$ cat config.mk
export PLATFORM = sky130hd
export DESIGN_NAME = seg_scan_decoder
export DESIGN_NICKNAME = d
export VERILOG_FILES = /design/src/rtl/seg_scan_pkg.sv /design/src/rtl/seg7_to_hex.sv /design/src/rtl/seg_scan_decoder.sv
export SDC_FILE = /design/constraint.sdc
export NUM_CORES = 1
export LEC_CHECK = 0
export BUFFER_PORTS_ARGS = -buffer_cell sky130_fd_sc_hd__buf_4
export CAP_MARGIN = 20
export CORE_MARGIN = 2
export CORE_UTILIZATION = 59
export CTS_CLUSTER_SIZE = 10
export DETAILED_ROUTE_END_ITERATION = 8
export PLACE_DENSITY = 0.79
export SLEW_MARGIN = 20
export SYNTH_ARGS = -nofsm -noshare
export SYNTH_HDL_FRONTEND = slang
export SYNTH_HIERARCHICAL = 1
export SYNTH_SLANG_ARGS = --single-unit
$ cat constraint.sdc
create_clock -name clk -period 3.25 [get_ports clk]
set_input_delay 0 -clock clk [delete_from_list [all_inputs] [get_ports clk]]
set_output_delay 0 -clock clk [all_outputs]
set_load 0.01 [all_outputs]
$ cat src/rtl/seg_scan_pkg.sv
`default_nettype none
//------------------------------------------------------------------------------
// Module   : seg_scan_pkg
// Desc     : Segment-bit indices and 7-segment pattern constants (gfedcba, active-high).
// Revision : 1.0  initial release
//------------------------------------------------------------------------------
package seg_scan_pkg;

   localparam int SEG_A = 0;
   localparam int SEG_B = 1;
   localparam int SEG_C = 2;
   localparam int SEG_D = 3;
   localparam int SEG_E = 4;
   localparam int SEG_F = 5;
   localparam int SEG_G = 6;

   localparam logic [6:0] PAT_BLANK = 7'h00;
   localparam logic [6:0] PAT_0     = 7'h3F;
   localparam logic [6:0] PAT_1     = 7'h06;
   localparam logic [6:0] PAT_2     = 7'h5B;
   localparam logic [6:0] PAT_3     = 7'h4F;
   localparam logic [6:0] PAT_4     = 7'h66;
   localparam logic [6:0] PAT_5     = 7'h6D;
   localparam logic [6:0] PAT_6     = 7'h7D;
   localparam logic [6:0] PAT_7     = 7'h07;
   localparam logic [6:0] PAT_8     = 7'h7F;
   localparam logic [6:0] PAT_9     = 7'h6F;
   localparam logic [6:0] PAT_A     = 7'h77;
   localparam logic [6:0] PAT_B     = 7'h7C;
   localparam logic [6:0] PAT_C     = 7'h39;
   localparam logic [6:0] PAT_D     = 7'h5E;
   localparam logic [6:0] PAT_E     = 7'h79;
   localparam logic [6:0] PAT_F     = 7'h71;

endpackage
`default_nettype wire

$ cat src/rtl/seg7_to_hex.sv
`default_nettype none
//------------------------------------------------------------------------------
// Module   : seg7_to_hex
// Desc     : Active-high segment pattern to {value, blank, invalid}; A-F only with SEG_SCAN_HEX_EN.
// Revision : 1.0  initial release
//------------------------------------------------------------------------------
module seg7_to_hex
   import seg_scan_pkg::*;
(
   input  logic [6:0] seg,
   output logic [3:0] value,
   output logic       blank,
   output logic       invalid
);

   logic [6:0] w_key;

   // Canonical gfedcba order so the table below matches the pattern constants.
   assign w_key = {seg[SEG_G], seg[SEG_F], seg[SEG_E], seg[SEG_D],
                   seg[SEG_C], seg[SEG_B], seg[SEG_A]};

   always_comb begin
      value   = 4'h0;
      blank   = 1'b0;
      invalid = 1'b0;
      case (w_key)
         PAT_BLANK: blank = 1'b1;
         PAT_0:     value = 4'h0;
         PAT_1:     value = 4'h1;
         PAT_2:     value = 4'h2;
         PAT_3:     value = 4'h3;
         PAT_4:     value = 4'h4;
         PAT_5:     value = 4'h5;
         PAT_6:     value = 4'h6;
         PAT_7:     value = 4'h7;
         PAT_8:     value = 4'h8;
         PAT_9:     value = 4'h9;
`ifdef SEG_SCAN_HEX_EN
         PAT_A:     value = 4'hA;
         PAT_B:     value = 4'hB;
         PAT_C:     value = 4'hC;
         PAT_D:     value = 4'hD;
         PAT_E:     value = 4'hE;
         PAT_F:     value = 4'hF;
`endif
         default:   invalid = 1'b1;
      endcase
   end

endmodule
`default_nettype wire

$ cat src/rtl/seg_scan_decoder.sv
`default_nettype none
//------------------------------------------------------------------------------
// Module   : seg_scan_decoder
// Desc     : Recovers per-digit hex values from a multiplexed 7-seg bus (SEG_SCAN_HEX_EN enables A-F).
// Revision : 1.0  initial release
//------------------------------------------------------------------------------
module seg_scan_decoder
   import seg_scan_pkg::*;
#(
   parameter int NUM_DIGITS     = 4,
   parameter int STABLE_CYCLES  = 16,
   parameter bit SEG_ACTIVE_LOW = 1'b1,
   parameter bit AN_ACTIVE_LOW  = 1'b1
) (
   input  logic                    clk,
   input  logic                    reset,
   input  logic [6:0]              num_in,
   input  logic [NUM_DIGITS-1:0]   an_in,
   output logic [4*NUM_DIGITS-1:0] digits_out,
   output logic [NUM_DIGITS-1:0]   blank_out,
   output logic [NUM_DIGITS-1:0]   invalid_out,
   output logic                    frame_valid,
   output logic                    multi_an_err
);

   localparam int                    C_CNT_W    = 16;
   localparam logic [C_CNT_W-1:0]    C_CNT_LAST = C_CNT_W'(STABLE_CYCLES - 1);
   localparam logic [0:0]            C_SETTLE   = 1'b0;
   localparam logic [0:0]            C_HOLD     = 1'b1;
   localparam logic [NUM_DIGITS-1:0] C_ALL      = '1;

   logic [6:0]              r_seg, r_seg_q;
   logic [NUM_DIGITS-1:0]   r_an, r_an_q;
   logic [C_CNT_W-1:0]      r_cnt, w_cnt_nxt;
   logic [0:0]              r_state;
   logic [NUM_DIGITS-1:0]   r_seen;
   logic [4*NUM_DIGITS-1:0] r_sh_dig;
   logic [NUM_DIGITS-1:0]   r_sh_blk, r_sh_inv;
   logic                    w_change, w_cap, w_cap_one, w_cap_multi, w_frame_done;
   logic [3:0]              w_val;
   logic                    w_blank, w_invalid;

   seg7_to_hex u_dec (
      .seg     (r_seg),
      .value   (w_val),
      .blank   (w_blank),
      .invalid (w_invalid)
   );

   assign w_change = (r_seg != r_seg_q) || (r_an != r_an_q);

   always_comb begin
      w_cnt_nxt = r_cnt;
      if (w_change)
         w_cnt_nxt = '0;
      else if (r_cnt != C_CNT_LAST)
         w_cnt_nxt = r_cnt + C_CNT_W'(1);
   end

   // The capture edge is the one on which the counter arrives at its last value.
   assign w_cap        = (r_state == C_SETTLE) && !w_change && (w_cnt_nxt == C_CNT_LAST);
   assign w_cap_one    = w_cap && $onehot(r_an);
   assign w_cap_multi  = w_cap && !$onehot0(r_an);
   assign w_frame_done = (r_seen == C_ALL);

   always_ff @(posedge clk or negedge reset) begin
      if (!reset) begin
         r_seg   <= '0;
         r_seg_q <= '0;
         r_an    <= '0;
         r_an_q  <= '0;
         r_cnt   <= '0;
         r_state <= C_SETTLE;
      end else begin
         r_seg   <= SEG_ACTIVE_LOW ? ~num_in : num_in;
         r_an    <= AN_ACTIVE_LOW ? ~an_in : an_in;
         r_seg_q <= r_seg;
         r_an_q  <= r_an;
         r_cnt   <= w_cnt_nxt;
         case (r_state)
            C_SETTLE: if (w_cap)    r_state <= C_HOLD;
            default:  if (w_change) r_state <= C_SETTLE;
         endcase
      end
   end

   always_ff @(posedge clk or negedge reset) begin
      if (!reset) begin
         r_seen       <= '0;
         r_sh_dig     <= '0;
         r_sh_blk     <= '1;
         r_sh_inv     <= '0;
         digits_out   <= '0;
         blank_out    <= '1;
         invalid_out  <= '0;
         frame_valid  <= 1'b0;
         multi_an_err <= 1'b0;
      end else begin
         if (w_cap_multi)
            multi_an_err <= 1'b1;
         for (int i = 0; i < NUM_DIGITS; i++) begin
            if (w_cap_one && r_an[i]) begin
               r_sh_dig[4*i +: 4] <= w_val;
               r_sh_blk[i]        <= w_blank;
               r_sh_inv[i]        <= w_invalid;
            end
         end
         frame_valid <= w_frame_done;
         // A capture landing on the completion edge seeds the next frame.
         if (w_frame_done) begin
            digits_out  <= r_sh_dig;
            blank_out   <= r_sh_blk;
            invalid_out <= r_sh_inv;
            r_seen      <= w_cap_one ? r_an : '0;
         end else if (w_cap_one) begin
            r_seen <= r_seen | r_an;
         end
      end
   end

endmodule
`default_nettype wire

=== Yosys cells after proc, flatten, opt, wreduce, memory -nomap -nowiden ===
Cells that the tools add are included.

* Flip-flop bits (word level): 93
* Input port bits: 13
* Output and inout bits: 26

* Add/sub/neg operators: 4
* $lt $le $gt $ge: 1
* Equal/unequal tests: 16
* Mux-type cells: 11
* Bitwise gates (word level): 4
* Reduce and logical (&&, ||, !) cells: 14

{| class="wikitable"
|+ Operators by type and width
! operator !! number
|-
| == test 7 bit, second input constant || 7
|-
| case mux 4 bit (9 select lines) || 1
|-
| two-way mux 16 bit || 2
|-
| adder 16 x 1 -> 16 bit, second input constant || 1
|-
| == test 16 x 4 -> 1 bit, second input constant || 1
|-
| != test 16 x 4 -> 1 bit, second input constant || 1
|-
| == test 7 x 3 -> 1 bit, second input constant || 2
|-
| two-way mux 4 bit || 3
|-
| OR reduction 11 bit || 1
|-
| logical AND 1 bit || 8
|-
| == test 7 x 6 -> 1 bit, second input constant || 1
|-
| zero test 7 bit || 1
|-
| != test 7 bit || 1
|-
| inverter 7 bit || 1
|-
| two-way mux 1 bit || 5
|-
| adder 1 x 1 -> 2 bit || 2
|-
| == test 4 bit, second input constant || 1
|-
| != test 4 bit || 1
|-
| inverter 4 bit || 1
|-
| OR 4 bit || 1
|-
| adder 2 x 2 -> 3 bit || 1
|-
| == test 3 x 1 -> 1 bit, second input constant || 1
|-
| <= comparator 3 x 1 -> 1 bit, second input constant || 1
|-
| zero test 1 bit || 2
|-
| 3 further kinds || 3
|}

=== Longest topological paths before layout ===
Gate-level depths: netlist of the first run.

* Depth after elaboration: 8
* Depth in mapped cells: 9
* Mapped depth without buffers: 7

=== Hierarchy ===
Netlist of the first run, hierarchy kept.

{| class="wikitable"
|+ By module, submodules not included
! module !! instances !! cells each !! area an instance (um2)
|-
| seg_scan_decoder || 1 || 347 || 3993.8
|-
| seg7_to_hex || 1 || 35 || 216.5
|}

=== Least setup slack after synthesis of the first run ===
Ideal clock, no wire load.

* Path kind: reg2reg
* From: register r_cnt[0]
* To: register r_sh_dig[12]
* Setup time: 0.125 ns
* Arrival time: 2.801 ns
* Required time: 3.125 ns
* Path slack: 0.324 ns
* Stages on the path, launching flop included: 10
* Buffers on the path: 2
* Clock period less this slack: 2.926 ns
* Cell sequence: dfrtp_1 ha_1 and3_1 nand4_2 mux2i_1 or4b_1 buf_2 or4_1 buf_6 mux2_4

* Longest elaborated chain between the ends: 7
* Elaborated cells between the ends (all ways): 8

{| class="wikitable"
|+ RTL lines
! element !! line !! text
|-
| start, declared || seg_scan_decoder.sv:34 || <nowiki>logic [C_CNT_W-1:0] r_cnt, w_cnt_nxt;</nowiki>
|-
| start signal, assigned || seg_scan_decoder.sv:79 || <nowiki>r_cnt <= w_cnt_nxt;</nowiki>
|-
| adder 16 x 1 -> 16 bit / != test 16 x 4 -> 1 bit (equally long branches) || seg_scan_decoder.sv:57, seg_scan_decoder.sv:56 ||
|-
| two-way mux 16 bit * || seg_scan_decoder.sv:56 || <nowiki>else if (r_cnt != C_CNT_LAST)</nowiki>
|-
| two-way mux 16 bit * || seg_scan_decoder.sv:54 || <nowiki>if (w_change)</nowiki>
|-
| == test 16 x 4 -> 1 bit * || seg_scan_decoder.sv:61 || <nowiki>assign w_cap = (r_state == C_SETTLE) && !w_change && (w_cnt_nxt == C_CNT_LAST);</nowiki>
|-
| logical AND 1 bit * || seg_scan_decoder.sv:61 ||
|-
| logical AND 1 bit * || seg_scan_decoder.sv:62 || <nowiki>assign w_cap_one = w_cap && $onehot(r_an);</nowiki>
|-
| logical AND 1 bit * || seg_scan_decoder.sv:102 || <nowiki>if (w_cap_one && r_an[i]) begin</nowiki>
|-
| end signal, assigned by index || seg_scan_decoder.sv:103 || <nowiki>r_sh_dig[4*i +: 4] <= w_val;</nowiki>
|-
| end, declared || seg_scan_decoder.sv:37 || <nowiki>logic [4*NUM_DIGITS-1:0] r_sh_dig;</nowiki>
|}

Mark *: on every way between the ends. The rest lies on a longest branch, timed or not.
A chain may end at the register's enable or synchronous reset.

=== Worst setup path in the final report of the first run ===
* From: register r_cnt[0]
* To: register r_sh_dig[8]

The elaborated chain is that of the path after synthesis.

==> impl_metrics.tcl, run 1 <==
set metrics [dict create \
    clk_latency_ns 0.36 \
    p_per_area_nw_per_um2 417.5 \
    io_buffers 38 \
    period_minus_slack_ns 3.285 \
    tns_ns -0.2988 \
    synth_compound_area_share_pct 4.547 \
    max_stage_delay_ns 0.77 \
    irDropWorstVdd_mv 0.3102 \
    fp.dieW_um 88.48 \
    track_usage_pct 22.79 \
    path_class "register to register" \
    wl_um 7843 \
    cp-end-kind "register" \
    dieArea_um2 7828 \
    setup_ws_ns -0.03461 \
    slew_headroom_pct 42.52 \
    cts_sinks 93 \
    maxCapViolCount 0 \
    internal_power_w 0.001609 \
    drtPass1Iterations 4 \
    cts_buffers 9 \
    p_sw_share_pct 21.97 \
    synthMuxAreaShare_pct 8.499 \
    seqPwrFrac_pct 57.5 \
    h-tree-depth 3 \
    start_kind "register" \
    syn_inst 382 \
    grt_pass1_wl_um 13510 \
    antenna_left 0 \
    crit_buf_inv 0 \
    placed_cell_area_um2 4599 \
    route.detailed.drc 0 \
    place_hpwl_um 5447 \
    die_h_um 88.48 \
    leakagePower_nw 2.443 \
    crit_chain "ha_1, and3_1, nand4_2, mux2i_1, or4b_1, or4_1, mux2_4" \
    failed_checks "setup timing" \
    rsz0062_at_grt "yes" \
    crit_fanout 7 \
    first_iter_violations 154 \
    switching_power_w 0.0004530 \
    gp_congestion 0.8182 \
    yosysUniqueCellTypes 55 \
    yosys_warnings 6 \
    fin_skew_ns 0.009251 \
    finalSetupViolations 15 \
    p_comb_share_pct 4.6 \
    syn-num-nets 400 \
    avgSynthCellArea_um2 11.02 \
    dp_cells 510 \
    rows 30 \
    synth_top_family_by_area "simple AND/OR/NAND/NOR gates" \
    drt-vias-per-instance 5.426 \
    antennaDiodeCount 0 \
    clockBufferDepth 2 \
    maxSlewViolCount 0 \
    required_ns 3.50 \
    design_area_um2 4937 \
    p_clk_share_pct 37.9 \
    synth_sequential_area_ratio_pct 55.51 \
    synth_seq_cells 93 \
    fin_crit_sh_pct 101.1 \
    synthTopCellsByArea "dfrtp_1 51%, nand2_1 7.9%, mux2_4 6.4%, dfstp_2 5.0%, xnor2_1 2.9%" \
    overflow 0 \
    io_pins 39 \
    via_count 2930 \
    synth-xor-area-share_pct 5.825 \
    synth_ff_type "dfrtp_1" \
    cts_tree "built" \
    total_power_w 0.002061 \
    fillers 494 \
    synthAdderAreaFrac_pct 1.664 \
    crit_arrival_ns 3.53 \
    synthSimpleGateAreaFrac_pct 19.91 \
    max_freq_mhz 304.5 \
    cts_root_buffer "clkbuf_8" \
    syn_to_final_growth_pct 17.27 \
    grt_pass1_vias 2840 \
    grt_antenna_before_repair 0 \
    drt-wirelength-per-cell_um 14.52 \
    synth.most_common_cell "nand2_1" \
    drive_above_1_share_pct 24.77 \
    clkSlewWorstSetupHoldPaths_ns 0.08 \
    grt_max_degree 74 \
    outcome "complete, but fails checks" \
    netlist_area_um2 4210 \
    synth_largest_area_cell "dfrtp_1" \
    reg2reg_slack_ns -0.03 \
    synth_commonest_cells "89 x nand2_1, 85 x dfrtp_1, 23 x nor2_1" \
    synthArstFlopShare_pct 100.0 \
    hold_path.class "primary input to asynchronous set/reset pin" \
    tightest_slew_ns 0.8621 \
    synth_top_area_share_pct 50.52 \
    finalNonFillerCells 540 \
    slowest_stage "or4_1" \
    core_um2 6832 \
    nets 457 \
    cp_top_family "simple AND/OR/NAND/NOR gates" \
    utilization_pct 72.27 \
    hold_viol_final 0 \
    synth-edff-count 0 \
    start_util_pct 61.63 \
]
per-stage QoR:
| stage | setup slack, ns | hold WS (ns) |
|---|---|---|
| floorplan | 0.3241 | -0.2956 |
| global placement | 0.1803 | 0.1426 |
| detailed placement | 0.04793 | 0.1450 |
| CTS | -0.009589 | 0.2973 |
| global route | -0.1622 | 0.3006 |
| finish | -0.03461 | 0.2787 |
layout by cell type (no fill, tap or decap), types with 8 or more instances in the layout:
master,netlist,routed
buf_4,0,52
clkbuf_8,0,11
dfrtp_1,85,85
dfstp_2,8,8
dlygate4sd3_1,0,12
inv_1,16,16
mux2_4,18,18
nand2_1,89,89
nor2_1,23,23
xnor2_1,14,14
xor2_1,14,14
flip-flops by register name (all words and copies together) (netlist names):
name and flops:
blank_out 4, digits_out 16, frame_valid 1, invalid_out 4
multi_an_err 1, r_an 4, r_an_q 4, r_cnt 16
r_seen 4, r_seg 7, r_seg_q 7, r_sh_blk 4
r_sh_dig 16, r_sh_inv 4, r_state 1
routing by layer:
layer	part of all wire (%)	track usage [%]	wire, um	vias to the layer above
met3	4.1	5.131	319	10
li1	-	-	-	1395
met4	1.5	8.540	119	0
met5	0	0	0	-
met1	44	29.99	3467	1443
met2	50	37.25	3937	82
final timing paths:
check                              from             to  cells past startpoint
max                            r_cnt[0]    r_sh_dig[8]                      7
min                               reset  digits_out[9]                      2
max reg2reg                    r_cnt[0]    r_sh_dig[8]                      7
min reg2reg                blank_out[2]   blank_out[2]                      2
max in group asynchronous         reset    r_sh_blk[0]                      3
min in group clk              num_in[2]       r_seg[2]                      3
power by group through the flow:
| stage | clock, W | sequential, W | combinational [W] |
|---|---|---|---|
| floorplan | 0 | 0.00121 | 0.0000381 |
| detailed placement | 0 | 0.00121 | 0.0000863 |
| global route | 0.000853 | 0.00119 | 0.000111 |
| global placement | 0 | 0.00121 | 0.0000830 |
| CTS | 0.000796 | 0.00118 | 0.0000975 |
| finish | 0.000781 | 0.00118 | 0.0000957 |
cell families (layout without fill, tap and decap cells):
family,after synthesis,in the layout
AO/OA/AOI/OAI,27,27
XOR/XNOR,28,28
adder cells (fa/ha/maj),5,5
buffers and inverters,35,97
flip-flops,93,93
multiplexers,26,26
AND/OR/NAND/NOR,168,168
timing repair:
item | 4_1_cts | 5_1_grt
endpoints found under the hold margin | 77 | 0
gates resized for setup | 0 | 0
hold buffers | 12 | 0
pin swaps | 0 | 1
setup buffers | 0 | 2
setup endpoints to repair | 4 | 24
layout make-up:
| class | count | area [um^2] | area share (%) |
|---|---|---|---|
| sequential | 93 | 2337 | 47.34 |
| multi-input combinational | 254 | 1703 | 34.49 |
| timing repair buffer | 64 | 510.5 | 10.34 |
| clock buffer | 12 | 155.1 | 3.142 |
| tap | 96 | 120.1 | 2.433 |
| inverter | 17 | 63.81 | 1.292 |
| clock inverter | 4 | 47.55 | 0.9630 |
(Power assumes the default switching activity.)
==> run 2: changes to the inputs <==
Settings changed: CORE_MARGIN 2 to unset, CORE_UTILIZATION 59 to 53, PLACE_DENSITY 0.79 to 0.75.
Clock period 3.25 ns to 2.67 ns, I/O delays scaled along.
==> run 2 against run 1 <==
Net effect:
- the run ends with DRC, setup timing left
- first-iteration DRC count fell by 31%
- worst hold slack got worse by 0.051 ns
- clock skew rose by 0.0065 ns
- via count rose by 6.6%
- setup slack got worse by 0.15 ns
- total power rose by 20%
- register-to-register slack got worse by 0.15 ns
- fmax rose by 15%
- die area rose by 6.1%
- non-clock buffer count rose by 45
- critical endpoint is now r_sh_dig[12]
- largest power group unchanged
==> impl_metrics.tcl, run 2 (same netlist as run 1, synthesis figures left out) <==
set metrics [dict create \
    outcome "complete, but fails checks" \
    failed_checks "DRC, setup timing" \
    clockBufferDepth 2 \
    fin_crit_sh_pct 106.8 \
    final_cell_mix "92 x buf_4, 89 x nand2_1, 80 x dfrtp_1" \
    internal_power_w 0.001873 \
    h-tree-depth 3 \
    reg2regPathDepth 7 \
    hold_viol_final 0 \
    utilization_pct 71.37 \
    dp_slack_ns -0.1342 \
    place_hpwl_um 5902 \
    wl_um 9535 \
    drt-wirelength-per-cell_um 16.13 \
    grt_pass1_wl_um 15020 \
    rsz0062_at_grt "yes" \
    dieArea_um2 8305 \
    start_kind "register" \
    period_minus_slack_ns 2.851 \
    first_iter_violations 107 \
    reg2reg_slack_ns -0.18 \
    maxSlewViolCount 0 \
    largestRegisters "digits_out: 16 flops, r_cnt: 16 flops, r_sh_dig: 16 flops" \
    max_stage_delay_ns 0.63 \
    setup_ws_ns -0.1812 \
    drive_above_1_share_pct 36.20 \
    cp-end-kind "register" \
    gp_congestion 0.7999 \
    rows 32 \
    overflow 0 \
    cts_root_buffer "clkbuf_8" \
    crit_buf_inv 0 \
    cts_sinks 93 \
    drt-vias-per-instance 5.284 \
    finalSetupViolations 24 \
    leakagePower_nw 2.693 \
    grt_max_degree 61 \
    tightest_slew_ns 0.7356 \
    die_h_um 91.13 \
    grt_pass1_vias 3070 \
    path_class "register to register" \
    total_power_w 0.002482 \
    route.detailed.drc 1 \
    placed_cell_area_um2 5007 \
    fin_skew_ns 0.01571 \
    cp_top_family "adder cells" \
    slew_headroom_pct 50.52 \
    cts_buffers 9 \
    crit_fanout 7 \
    critPathLaunch "r_an[3]" \
    max_freq_mhz 350.7 \
    fp.dieW_um 91.13 \
    hold_path.class "primary input to asynchronous set/reset pin" \
    path_common_cell "ha_4" \
    antenna_left 0 \
    syn_to_final_growth_pct 30.31 \
    core_um2 7687 \
    grt_antenna_before_repair 0 \
    maxCapViolCount 0 \
    track_usage_pct 23.49 \
    clkSlewWorstSetupHoldPaths_ns 0.10 \
    nets 502 \
    p_clk_share_pct 34.8 \
    dp_cells 555 \
    timing.rr.end "r_sh_dig[12]" \
    required_ns 2.93 \
    p_per_area_nw_per_um2 452.3 \
    design_area_um2 5487 \
    io_pins 39 \
    irDropWorstVdd_mv 0.2877 \
    p_sw_share_pct 24.55 \
    drtPass1Iterations 6 \
    seqPwrFrac_pct 57.9 \
    slowest_stage "fa_1" \
    via_count 3123 \
    r2r_start "r_an[3]" \
    cts_tree "built" \
    clk_latency_ns 0.37 \
    start_util_pct 54.77 \
    antennaDiodeCount 0 \
    io_buffers 38 \
    switching_power_w 0.0006092 \
    p_comb_share_pct 7.3 \
    crit_chain "fa_1, ha_4, ha_4, nor3b_4, nand2_1, or4_4, mux2_4" \
    finalNonFillerCells 591 \
    final_common_cell "buf_4" \
    crit_arrival_ns 3.11 \
]
run 2: cell type report:
class                   instances  area, um^2
flip-flops and latches         93        2344
fillers                       546        2201
multi-input cells             254        1906
repair buffers                109       875.8
clock buffers                  12       145.1
well taps                     102       127.6
inverters                      17       63.81
clock inverters                 4       25.02
run 2: worst register-to-register path: stages, from the launching register on:
cell and delay [ns]:
dfrtp_1 0.43, fa_1 0.63, ha_4 0.17, ha_4 0.20, nor3b_4 0.26, nand2_1 0.10, or4_4 0.63, mux2_4 0.33
run 2: how the worst max path moves through the flow:
stage                   endpoint  slack [ns]  depth (start not counted)
finish              r_sh_dig[12]       -0.18                          7
global route        r_sh_dig[12]       -0.21                          7
CTS                  r_sh_dig[5]       -0.07                          7
detailed placement  r_sh_dig[12]       -0.13                          7
global placement     r_sh_inv[1]       -0.06                          7
floorplan           r_sh_dig[12]       -0.04                          8
run 2: per-stage QoR:
step                TNS [ns]  hold WS, ns
floorplan            -0.6696      -0.2956
global placement      -1.002       0.1089
detailed placement    -2.574       0.1308
CTS                  -0.8939       0.2620
global route          -4.254       0.2879
finish                -3.193       0.2274
run 2: metal layers:
| metal | global-route usage, % | part of all wire (%) | vias to the layer above | wire length [um] |
|---|---|---|---|---|
| met5 | 0 | 0 | - | 0 |
| met4 | 10.05 | 2.8 | 0 | 265 |
| met3 | 4.439 | 3.0 | 22 | 290 |
| met2 | 37.31 | 49 | 89 | 4715 |
| met1 | 31.66 | 45 | 1525 | 4262 |
| li1 | - | - | 1487 | - |
run 2: power groups by stage:
stage,Combinational [W],Clock [W],Sequential [W]
global route,0.000196,0.000932,0.00144
floorplan,0.0000524,0,0.00147
detailed placement,0.000132,0,0.00146
finish,0.000181,0.000863,0.00144
CTS,0.000160,0.000878,0.00144
global placement,0.000127,0,0.00146
run 2: repair_timing:
action,4_1_cts,5_1_grt
setup buffers,5,3
endpoints found under the setup margin,24,24
resized for setup,4,18
pin swaps,2,3
hold buffers,12,0
hold endpoints to repair,69,0
